<file path="src/rtl/press_judge.sv">
// Button synchronizer, debouncer and press judge with lockout and streak tracking.
// Optional macro PRESS_JUDGE_LOCK_TIMEOUT_EN adds a LOCK timeout counter.
module press_judge #(
   parameter int unsigned DB_CYCLES    = 500000,
   parameter int unsigned STREAK_W     = 8,
   parameter int unsigned LOCK_TIMEOUT = 50000000
) (
   input  logic                CLK,
   input  logic                RST,
   input  logic                BTN,
   input  logic [7:0]          LEDS,
   input  logic [7:0]          SW,
   output logic                HIT,
   output logic                MISS,
   output logic [STREAK_W-1:0] STREAK,
   output logic [STREAK_W-1:0] BEST,
   output logic                BUSY
);

   localparam int unsigned DB_W = (DB_CYCLES > 1) ? $clog2(DB_CYCLES) : 1;
   localparam logic [DB_W-1:0] DB_LAST = DB_W'(DB_CYCLES - 1);

   typedef enum logic [1:0] {
      IDLE,
      JUDGE,
      LOCK
   } state_t;

   logic                sync1_q, sync1_d;
   logic                sync2_q, sync2_d;
   logic [DB_W-1:0]     db_cnt_q, db_cnt_d;
   logic                db_lvl_q, db_lvl_d;
   logic                db_prev_q, db_prev_d;
   logic                rel_q, rel_d;
   state_t              state_q, state_d;
   logic [7:0]          cap_led_q, cap_led_d;
   logic [7:0]          cap_sw_q, cap_sw_d;
   logic                hit_q, hit_d;
   logic                miss_q, miss_d;
   logic [STREAK_W-1:0] streak_q, streak_d;
   logic [STREAK_W-1:0] best_q, best_d;
   logic                busy_q, busy_d;
   logic                lock_done;

`ifdef PRESS_JUDGE_LOCK_TIMEOUT_EN
   localparam int unsigned LK_W = (LOCK_TIMEOUT > 1) ? $clog2(LOCK_TIMEOUT) : 1;
   localparam logic [LK_W-1:0] LK_LAST = LK_W'(LOCK_TIMEOUT - 1);
   logic [LK_W-1:0] lock_cnt_q, lock_cnt_d;

   always_comb begin
      lock_cnt_d = (state_q == LOCK) ? lock_cnt_q + 1'b1 : '0;
      lock_done  = (state_q == LOCK) && (lock_cnt_q == LK_LAST);
   end

   always_ff @(posedge CLK or posedge RST) begin
      if (RST) lock_cnt_q <= '0;
      else     lock_cnt_q <= lock_cnt_d;
   end
`else
   always_comb lock_done = 1'b0;
`endif

   // Conditioning path: 2-flop sync, debounce, registered release strobe
   always_comb begin
      sync1_d   = BTN;
      sync2_d   = sync1_q;
      db_lvl_d  = db_lvl_q;
      db_cnt_d  = '0;
      if (sync2_q != db_lvl_q) begin
         if (db_cnt_q == DB_LAST) db_lvl_d = sync2_q;
         else                     db_cnt_d = db_cnt_q + 1'b1;
      end
      db_prev_d = db_lvl_q;
      rel_d     = db_prev_q & ~db_lvl_q;
   end

   always_comb begin
      state_d   = state_q;
      cap_led_d = cap_led_q;
      cap_sw_d  = cap_sw_q;
      hit_d     = 1'b0;
      miss_d    = 1'b0;
      streak_d  = streak_q;
      best_d    = (streak_q > best_q) ? streak_q : best_q;
      case (state_q)
         IDLE: begin
            if (rel_q) begin
               cap_led_d = LEDS;
               cap_sw_d  = SW;
               state_d   = JUDGE;
            end
         end
         JUDGE: begin
            if ((cap_sw_q == cap_led_q) && (cap_led_q != '0)) begin
               hit_d    = 1'b1;
               streak_d = (streak_q == '1) ? streak_q : streak_q + 1'b1;
            end else begin
               miss_d   = 1'b1;
               streak_d = '0;
            end
            state_d = LOCK;
         end
         LOCK: begin
            if ((LEDS != cap_led_q) || lock_done) state_d = IDLE;
         end
         default: state_d = IDLE;
      endcase
      busy_d = (state_d != IDLE);
   end

   always_ff @(posedge CLK or posedge RST) begin
      if (RST) begin
         sync1_q   <= 1'b0;
         sync2_q   <= 1'b0;
         db_cnt_q  <= '0;
         db_lvl_q  <= 1'b0;
         db_prev_q <= 1'b0;
         rel_q     <= 1'b0;
         state_q   <= IDLE;
         cap_led_q <= '0;
         cap_sw_q  <= '0;
         hit_q     <= 1'b0;
         miss_q    <= 1'b0;
         streak_q  <= '0;
         best_q    <= '0;
         busy_q    <= 1'b0;
      end else begin
         sync1_q   <= sync1_d;
         sync2_q   <= sync2_d;
         db_cnt_q  <= db_cnt_d;
         db_lvl_q  <= db_lvl_d;
         db_prev_q <= db_prev_d;
         rel_q     <= rel_d;
         state_q   <= state_d;
         cap_led_q <= cap_led_d;
         cap_sw_q  <= cap_sw_d;
         hit_q     <= hit_d;
         miss_q    <= miss_d;
         streak_q  <= streak_d;
         best_q    <= best_d;
         busy_q    <= busy_d;
      end
   end

   assign HIT    = hit_q;
   assign MISS   = miss_q;
   assign STREAK = streak_q;
   assign BEST   = best_q;
   assign BUSY   = busy_q;

endmodule

</file>
<file path="config.mk">
export PLATFORM = sky130hd
export DESIGN_NAME = press_judge
export DESIGN_NICKNAME = d
export VERILOG_FILES = /design/src/rtl/press_judge.sv
export SDC_FILE = /design/constraint.sdc
export NUM_CORES = 1
export LEC_CHECK = 0
export BUFFER_PORTS_ARGS = -buffer_cell sky130_fd_sc_hd__clkbuf_2
export CORE_MARGIN = 8
export CORE_UTILIZATION = 35
export CTS_BUF_LIST = sky130_fd_sc_hd__clkbuf_2
export CTS_CLUSTER_SIZE = 40
export DETAILED_ROUTE_END_ITERATION = 10
export SLEW_MARGIN = 20
export SYNTH_ARGS = -nofsm -noshare
export SYNTH_HDL_FRONTEND = slang
export SYNTH_SLANG_ARGS = --single-unit
</file>
<file path="constraint.sdc">
create_clock -name CLK -period 2.1 [get_ports CLK]
set_input_delay 0.42 -clock CLK [delete_from_list [all_inputs] [get_ports CLK]]
set_output_delay 0.42 -clock CLK [all_outputs]
set_load 0.005 [all_outputs]
</file>
Yosys cells after proc, flatten, opt, wreduce, memory -nomap -nowiden
Index checks and enable logic that the tools add are counted.

operators by class
  add/sub/neg operators = 2
  multiply operators = 0
  div/mod/pow operators = 0
  $lt $le $gt $ge = 1
  eq/ne operators = 8
  shifts and indexed selects = 0
  muxes and demuxes = 11
  bitwise logic cells = 2
  reductions and logical operators = 7

operators by type and width
  operator               number
  $mux 19                2
  $add 19x1->19 const B  1
  $eq 19x19->1 const B   1
  $mux 8                 2
  $add 8x1->8 const B    1
  $eq 8x8->1             1
  $eq 8x8->1 const B     1
  $gt 8x8->1             1
  $ne 8x8->1             1
  $reduce_bool 8->1      1
  $pmux 2 s3             1
  $reduce_and 2->1       3
  $mux 1                 4
  $mux 2                 2
  $eq 2x1->1 const B     1
  $eq 2x2->1 const B     1
  $logic_not 2->1        1
  $ne 2x2->1 const B     1
  $reduce_bool 2->1      1
  $and 1x1->1            1
  $logic_and 1x1->1      1
  $ne 1x1->1             1
  $not 1->1              1

storage, ports and cells
  register bits = 61
  latch bits = 0
  RAM bits = 0
  memory bits (read-only) = 0
  input port bits = 19
  memories kept = 0

Longest topological paths before layout
Gate-level depths: netlist (run 1).

  word-level depth = 4
  mapped depth = 7

Worst setup path before layout (run 1)
OpenSTA, ideal clock, no wires.

  path kind = register to register
  start = register streak_q[5], in the netlist STREAK[5]
  end = register best_q[0], in the netlist BEST[0]
  library setup time = 0.125 ns
  arrival = 1.854 ns
  data required time = 1.975 ns
  setup slack = 0.122 ns
  stages on the path, launching flop included = 6
  buffers on the path = 0
  cell sequence = dfrtp_1 ha_1 a211oi_1 nor2_1 o32ai_4 mux2_2

on the way
  cells in the longest elaborated chain, start to end = 1

RTL lines
  item                      line  text
  start: declaration        40    logic [STREAK_W-1:0] streak_q, streak_d;
  start signal: assignment  139   streak_q <= streak_d;
  $gt 8x8->1                84    best_d = (streak_q > best_q) ? streak_q : best_q;
  end signal: assignment    140   best_q <= best_d;
  end: declaration          41    logic [STREAK_W-1:0] best_q, best_d;

No other way between the ends.
A chain may end at the register's enable or synchronous reset.

Worst setup path after layout (run 1)
  start = register streak_q[1], in the netlist STREAK[1]
  end = register best_q[5], in the netlist BEST[5]

The elaborated chain is that of the path after synthesis.

==> summary.txt, run 1 <==
Timing
  • RSZ-0062 raised after global routing: yes
  • Hold Vio Cnt, Final: 0
  • Worst Clk Skew: about 16 ps
  • Slew HR: roughly 65%
  • Final Setup Violations: 0
  • Slew Viols, Final: 0
  • Least-Margin Pin Slew: about 520 ps
  • Max frequency: 503 MHz
  • Final Cycle Share: 94.6%
  • Clock period minus final worst setup slack: about 2000 ps
  • Final hold slack: around 160 ps

Clock tree
  • Clk sinks: 61
  • CTS tree: yes
  • Clk_lat worst skew: about 470 ps
  • Inserted Clock Buffers: 9
  • H-tree levels: 3
  • CTS Buffer Depth: 2
  • Clock-pin slew on the worst setup and hold paths: about 180 ps
  • Root buffer cell: clkbuf_2

Pwr
  • Leak: 1.76 nW
  • Sw power: roughly 0.48 mW
  • Combinational fraction of design power: approximately 4%
  • Switch share: a little over a quarter
  • Clk network pwr share: between 30% and 40%
  • Pwr dens: roughly 530 mW/mm^2
  • Int Pwr: 1.37 mW
  • Total power: ~1.8 mW
  • Reg power frac: roughly 64%
  • Max VDD drop: slightly above 300 uV

Synth
  • Synth area leader: dfrtp_1
  • Distinct cells, synth: 38
  • #FFs+latches synth: between 60 and 70
  • Syn Std Cell Area: around 0.003 sq mm
  • Post-synthesis average cell area: about 11 sq um
  • Cell count after synthesis: approximately 260
  • Share of the synthesized area in the top cell type: a little over 50%
  • Ys Warns: 0
  • Post-synth net total: 292
  • Synth top area cells: dfrtp_1 (51%), mux2_2 (9.1%), xor2_1 (7.1%)
  • Sequential share of the synthesized area: between 50% and 60%

Critical path
  • WP data required: between 2000 and 2500 ps
  • Critical path buffers and inverters: 1
  • Worst Setup End Kind: register
  • CP cell instances: ha_1, nor2b_1, o211ai_1, a21oi_1, o32ai_4, buf_4, mux2_2
  • CP top delay family: compound AO/OA/AOI/OAI gates
  • Crit path largest cell delay: 440 ps
  • Max FO, Critical Path: 3
  • Crit path DAT: 2350 ps
  • Worst setup SP type: register
  • Critical path class: register to register
  • Max stage delay cell, worst path: dfrtp_1

Detailed routing
  • Total wire length: between 5000 and 6000 um
  • Vias: approximately 2100
  • Residual DRC: 0
  • Drt wl/cell: 13.6 um
  • DR iter-0 viols: between 60 and 70
  • Mean number of vias per cell: roughly 4.9
  • Antenna Nets Post-Route: 0
  • First-pass DRT Iterations: 4

Final layout
  • Final-layout fill cell count: approximately 820
  • Most frequent cells in the layout: dfrtp_1 (61), clkbuf_2 (47), nor2_1 (29), mux2_2 (24), xor2_1 (24)
  • Non-Filler Instances: roughly 430
  • Fin nets: 351
  • Layout cells sized above 1: a little under a third
  • Area grow syn2layout: 17.8%
  • Diodes inserted: 0
  • Final std cell area, no fill: approximately 0.0035 sq mm
  • Most common library cell in the layout ignoring fill and taps: dfrtp_1

Place
  • Dpl hpwl: approximately 4300 um
  • Port bufs: 37
  • DP Area: 0.00336 sq mm
  • GP Congestion: 0.731
  • Placed cell count: about 400

Outcome
  • Status: finished clean

Floorplanning
  • Die width: about 110 um
  • Num ports: 38
  • Initial Utilization: between 30 and 40%
  • Die Y: approximately 110 um
  • Placeable Area: around 0.0082 sq mm
  • Num rows: 33
  • Die ar.: about 0.012 sq mm

Global route
  • GRT Total Usage: 11.3%
  • Initial antenna violation count: 0
  • Vias in the first global route: around 2200
  • GR Overflow Total: 0
  • Global-route wire length before repair: around 10000 um
  • Pin count of the biggest net entering global routing: 42

Hold path
  • Hold crit path type: input pin to register

Run
  • Max-Cap Viols: 0
## power by group through the flow
stage	registers (mW)	clock network, mW	logic (mW)
floorplan	1.21	0	0.0389
global placement	1.21	0	0.0724
detailed placement	1.21	0	0.0726
CTS	1.19	0.624	0.0762
global route	1.19	0.666	0.0844
finish	1.19	0.590	0.0716
## Yosys cell counts, drive strengths merged
cell type	number
nor2b	4
xnor2	11
a41oi	2
or2	2
mux2i	2
or3	1
o22ai	1
nand3	12
ha	10
o32ai	1
nor4	7
buf	6
a21o	1
nand4b	1
and3	5
xor2	24
mux2	24
o21bai	1
nand4	8
dfrtp	61
o211ai	1
a311oi	1
a21oi	5
inv	15
nor2	30
a31oi	2
nand2	10
nand2b	1
o21ai	3
nor3	6
nor3b	1
a211oi	1
and4	2
or4	1
## metal layers
layer	wire length (um)	global-route usage [%]
met1	2710	13.9
met2	2790	17.7
met3	289	2.97
met4	108	5.75
met5	0	0
## worst register-to-register path, cell delays in order, from the launching register on
cell	delay (ps)
dfrtp_1	440
ha_1	310
nor2b_1	130
o211ai_1	140
a21oi_1	110
o32ai_4	250
buf_4	180
mux2_2	330
## worst paths after layout
kind,startpoint,endpoint,slack [ps],cells past startpoint
hold / removal,SW[7],cap_sw_q[7]$_DFFE_PP0P_,160,2
hold reg to reg,sync1_q$_DFF_PP0_,sync2_q$_DFF_PP0_,380,0
max in group asynchronous,RST,cap_led_q[6]$_DFFE_PP0P_,1040,4
setup reg to reg,STREAK[1]$_DFFE_PP0P_,BEST[5]$_DFFE_PP0N_,110,7
setup / recovery,STREAK[1]$_DFFE_PP0P_,BEST[5]$_DFFE_PP0N_,110,7
min in group asynchronous,RST,BEST[3]$_DFFE_PP0N_,480,3
## flip-flops by register name, summed over array words and instances, names as in the netlist
signal / cells
db_cnt_q: 19
db_prev_q: 1
BUSY: 1
cap_sw_q: 8
MISS: 1
HIT: 1
state_q: 2
rel_q: 1
db_lvl_q: 1
sync2_q: 1
STREAK: 8
BEST: 8
sync1_q: 1
cap_led_q: 8
## kinds of logic after synthesis
family          count (synthesis)  synth area share (%)
xor+xnor                       35                  10.3
fa+ha+maj                      10                  4.20
simple gates                   91                  16.7
mux                            26                  9.75
buf+inv                        21                  2.98
compound gates                 19                  4.79
flops                          61                  51.3
## final cells by class
type                       instances  area, sq um  area share [%]
clock buffer                      10         50.0            1.43
sequential                        61         1530            43.5
clock inverter                     6         40.0            1.14
inverter                          15         56.3            1.61
tap                              105          131            3.75
timing repair buffer              54          330            9.42
multi-input combinational        181         1370            39.1
## per-stage QoR
stage	util, %	TNS (ps)	setup slack, ps
6_report	42.7	0	113
5_1_grt	42.7	-12.2	-7.27
4_1_cts	42.5	0	97.4
3_5_place_dp	40.9	0	16.9
3_3_place_gp	40.9	0	84.0
2_1_floorplan	-	0	122
## what timing repair did
item | CTS | global route
gates resized for setup | 0 | 1
pin swaps | 1 | 1
setup buffers | 3 | 1
endpoints found under the hold margin | 21 | 0
hold buffers | 2 | 0
setup endpoints to repair | 4 | 7
No activity file was read; power rests on OpenSTA's default activity.
==> run 2, diff against run 1 <==
--- a/config.mk
+++ b/config.mk
@@ -6,6 +6,7 @@
 export NUM_CORES = 1
 export LEC_CHECK = 0
 export BUFFER_PORTS_ARGS = -buffer_cell sky130_fd_sc_hd__clkbuf_2
+export CAP_MARGIN = 0
 export CORE_MARGIN = 8
 export CORE_UTILIZATION = 35
 export CTS_BUF_LIST = sky130_fd_sc_hd__clkbuf_2
==> constraint.sdc (replaced) <==
create_clock -name CLK -period 2.1 [get_ports CLK]
set_input_delay 0.42 -clock CLK [delete_from_list [all_inputs] [get_ports CLK]]
set_output_delay 0.42 -clock CLK [all_outputs]
set_load 0.1 [all_outputs]
==> run 2 against run 1 <==
Clock-buffer cell count grew 1. Sequential power barely moved. Non-clock buffer count fell by 3. Combinational power up 2%. Register-to-register slack about the same. Sequential cell count stayed put. Critical endpoint unchanged. Largest power group unchanged. Highest routed layer unchanged.
==> summary.txt, run 2 (same netlist as run 1, synthesis figures left out) <==
Critical path
  • R2r setup slk: about 110 ps
  • WP data required: ~2500 ps
  • Crit path largest cell delay: 440 ps
  • CP top delay family: compound AO/OA/AOI/OAI gates
  • R2R cell count: 8
  • Reg-to-Reg Start: BEST[1]$_DFFE_PP0N_
  • CP cell instances: inv_2, ha_4, nor2b_1, o211ai_1, a21oi_1, o32ai_4, buf_12, mux2_2
  • Worst setup SP type: register
  • Critical path buffers and inverters: 2
  • Worst Setup End Kind: register
  • Reg-to-reg critical path endpoint: BEST[5]$_DFFE_PP0N_
  • Max FO, Critical Path: 8
  • Max stage delay cell, worst path: dfrtp_2
  • Critical path class: register to register
  • Crit path DAT: around 2400 ps

Pwr
  • Pwr dens: around 550 mW/mm^2
  • Max VDD drop: 240 uV
  • Leak: 1.75 nW

Global route
  • Initial antenna violation count: 0
  • GR Overflow Total: 0
  • Pin count of the biggest net entering global routing: 42
  • GRT Total Usage: between 10% and 20%
  • Global-route wire length before repair: between 9000 and 10000 um
  • Met2 usage: approximately 16%
  • Met1 GRT Util: a little over an eighth
  • Vias in the first global route: about 2100
  • Busiest layer in global routing: met2
  • Met3 global-route usage: about 4%

Place
  • DP Worst Slack: 12.9 ps
  • Dpl hpwl: between 4000 and 5000 um
  • DP Area: 0.00339 sq mm
  • GP Congestion: roughly 0.77
  • Port bufs: 37

Floorplanning
  • Placeable Area: roughly 0.0082 sq mm
  • Die width: around 110 um
  • Num ports: 38
  • Die Y: about 110 um
  • Num rows: 33
  • Die ar.: about 0.012 sq mm
  • Initial Utilization: a little over a third

Timing
  • Setup Total Neg Slack: 0 ps
  • Least-Margin Pin Slew: around 550 ps
  • Worst Clk Skew: 24.2 ps
  • Hold Vio Cnt, Final: 0
  • Slew Viols, Final: 0
  • Clock period minus final worst setup slack: about 2000 ps
  • Final worst slack: between 100 and 150 ps
  • Max frequency: roughly 500 MHz
  • Final Cycle Share: between 90% and 100%
  • Slew HR: a little under two thirds
  • Final Setup Violations: 0
  • RSZ-0062 raised after global routing: no

Clock tree
  • Clk sinks: around 60
  • H-tree levels: 3
  • Root buffer cell: clkbuf_2
  • Clock-pin slew on the worst setup and hold paths: about 170 ps
  • CTS Buffer Depth: 2
  • CTS tree: yes
  • Clk_lat worst skew: between 400 and 500 ps
  • # resized after CTS: 0
  • Inserted Clock Buffers: 9

Final layout
  • Most frequent cells in the layout: clkbuf_2 (48), dfrtp_1 (45), nor2_1 (29), mux2_2 (24), xor2_1 (24)
  • Diodes inserted: 0
  • Biggest register: db_cnt_q
  • Final-layout fill cell count: 805
  • Fin nets: between 300 and 400
  • Most common library cell in the layout ignoring fill and taps: clkbuf_2
  • Layout cells sized above 1: 35.4%
  • Area grow syn2layout: 18.5%
  • Final std cell area, no fill: roughly 0.0035 sq mm
  • Largest register FFs: 19

Hold path
  • Min-Delay Path Depth: 2
  • Min-delay src: SW[3]
  • Hold crit path type: input pin to register
  • Min-Delay Endpoint: cap_sw_q[3]$_DFFE_PP0P_

Outcome
  • Status: finished clean

Detailed routing
  • Mean number of vias per cell: between 4 and 5
  • Residual DRC: 0
  • Antenna Nets Post-Route: 0
  • DR iter-0 viols: between 90 and 100
  • Drt wl/cell: ~14 um
  • Total wire length: between 5000 and 6000 um
  • First-pass DRT Iterations: 4
  • Vias: between 2000 and 2500

Run
  • Max-Cap Viols: 0
-- run 2: final cells by class --
type	count	area [sq um]	share of cell area, %
sequential	61	1550	43.8
multi-input combinational	181	1380	39.1
timing repair buffer	51	320	9.08
tap	105	131	3.72
inverter	15	56.3	1.60
clock buffer	11	55.1	1.56
clock inverter	3	38.8	1.10
-- run 2: report_power, final --
group	internal [mW]	switching (mW)	leakage, nW	total (mW)
combinational	0.0285	0.0446	0.861	0.0731
sequential	1.18	0.00552	0.819	1.19
clock	0.268	0.401	0.0653	0.669
total	1.48	0.451	1.75	1.93
-- run 2: per-layer routing --
metal	up-vias	part of all wire, %
li1	1023	-
met1	1013	49
met2	33	44
met3	10	5.8
met4	0	1.6
met5	-	0
-- run 2: per-stage QoR --
| stage | utilization (%) | instances | total power, mW | hold WS (ps) |
|---|---|---|---|---|
| finish | 42.9 | 427 | 1.93 | 159 |
| global route | 42.9 | 427 | 2.01 | 117 |
| CTS | 42.6 | 425 | 1.95 | 15.5 |
| detailed placement | 41.3 | 410 | 1.28 | 336 |
| global placement | 41.3 | 410 | 1.28 | 336 |
| floorplan | - | 263 | 1.25 | 331 |
-- run 2: worst max-delay path by stage --
stage	from	to	depth (start not counted)
5_1_grt	BEST[1]$_DFFE_PP0N_	BEST[7]$_DFFE_PP0N_	8
3_3_place_gp	BEST[1]$_DFFE_PP0N_	BEST[0]$_DFFE_PP0N_	7
2_1_floorplan	STREAK[1]$_DFFE_PP0P_	BEST[0]$_DFFE_PP0N_	6
3_5_place_dp	BEST[1]$_DFFE_PP0N_	BEST[6]$_DFFE_PP0N_	7
4_1_cts	BEST[1]$_DFFE_PP0N_	BEST[5]$_DFFE_PP0N_	7
6_report	BEST[1]$_DFFE_PP0N_	BEST[5]$_DFFE_PP0N_	8
-- run 2: what timing repair did --
item                                    in CTS  in global routing
hold buffers                                 1                  1
setup buffers                                0                  1
endpoints found under the setup margin       6                  7
pin swaps                                    1                  1
endpoints found under the hold margin       20                  1
cloned                                       0                  0
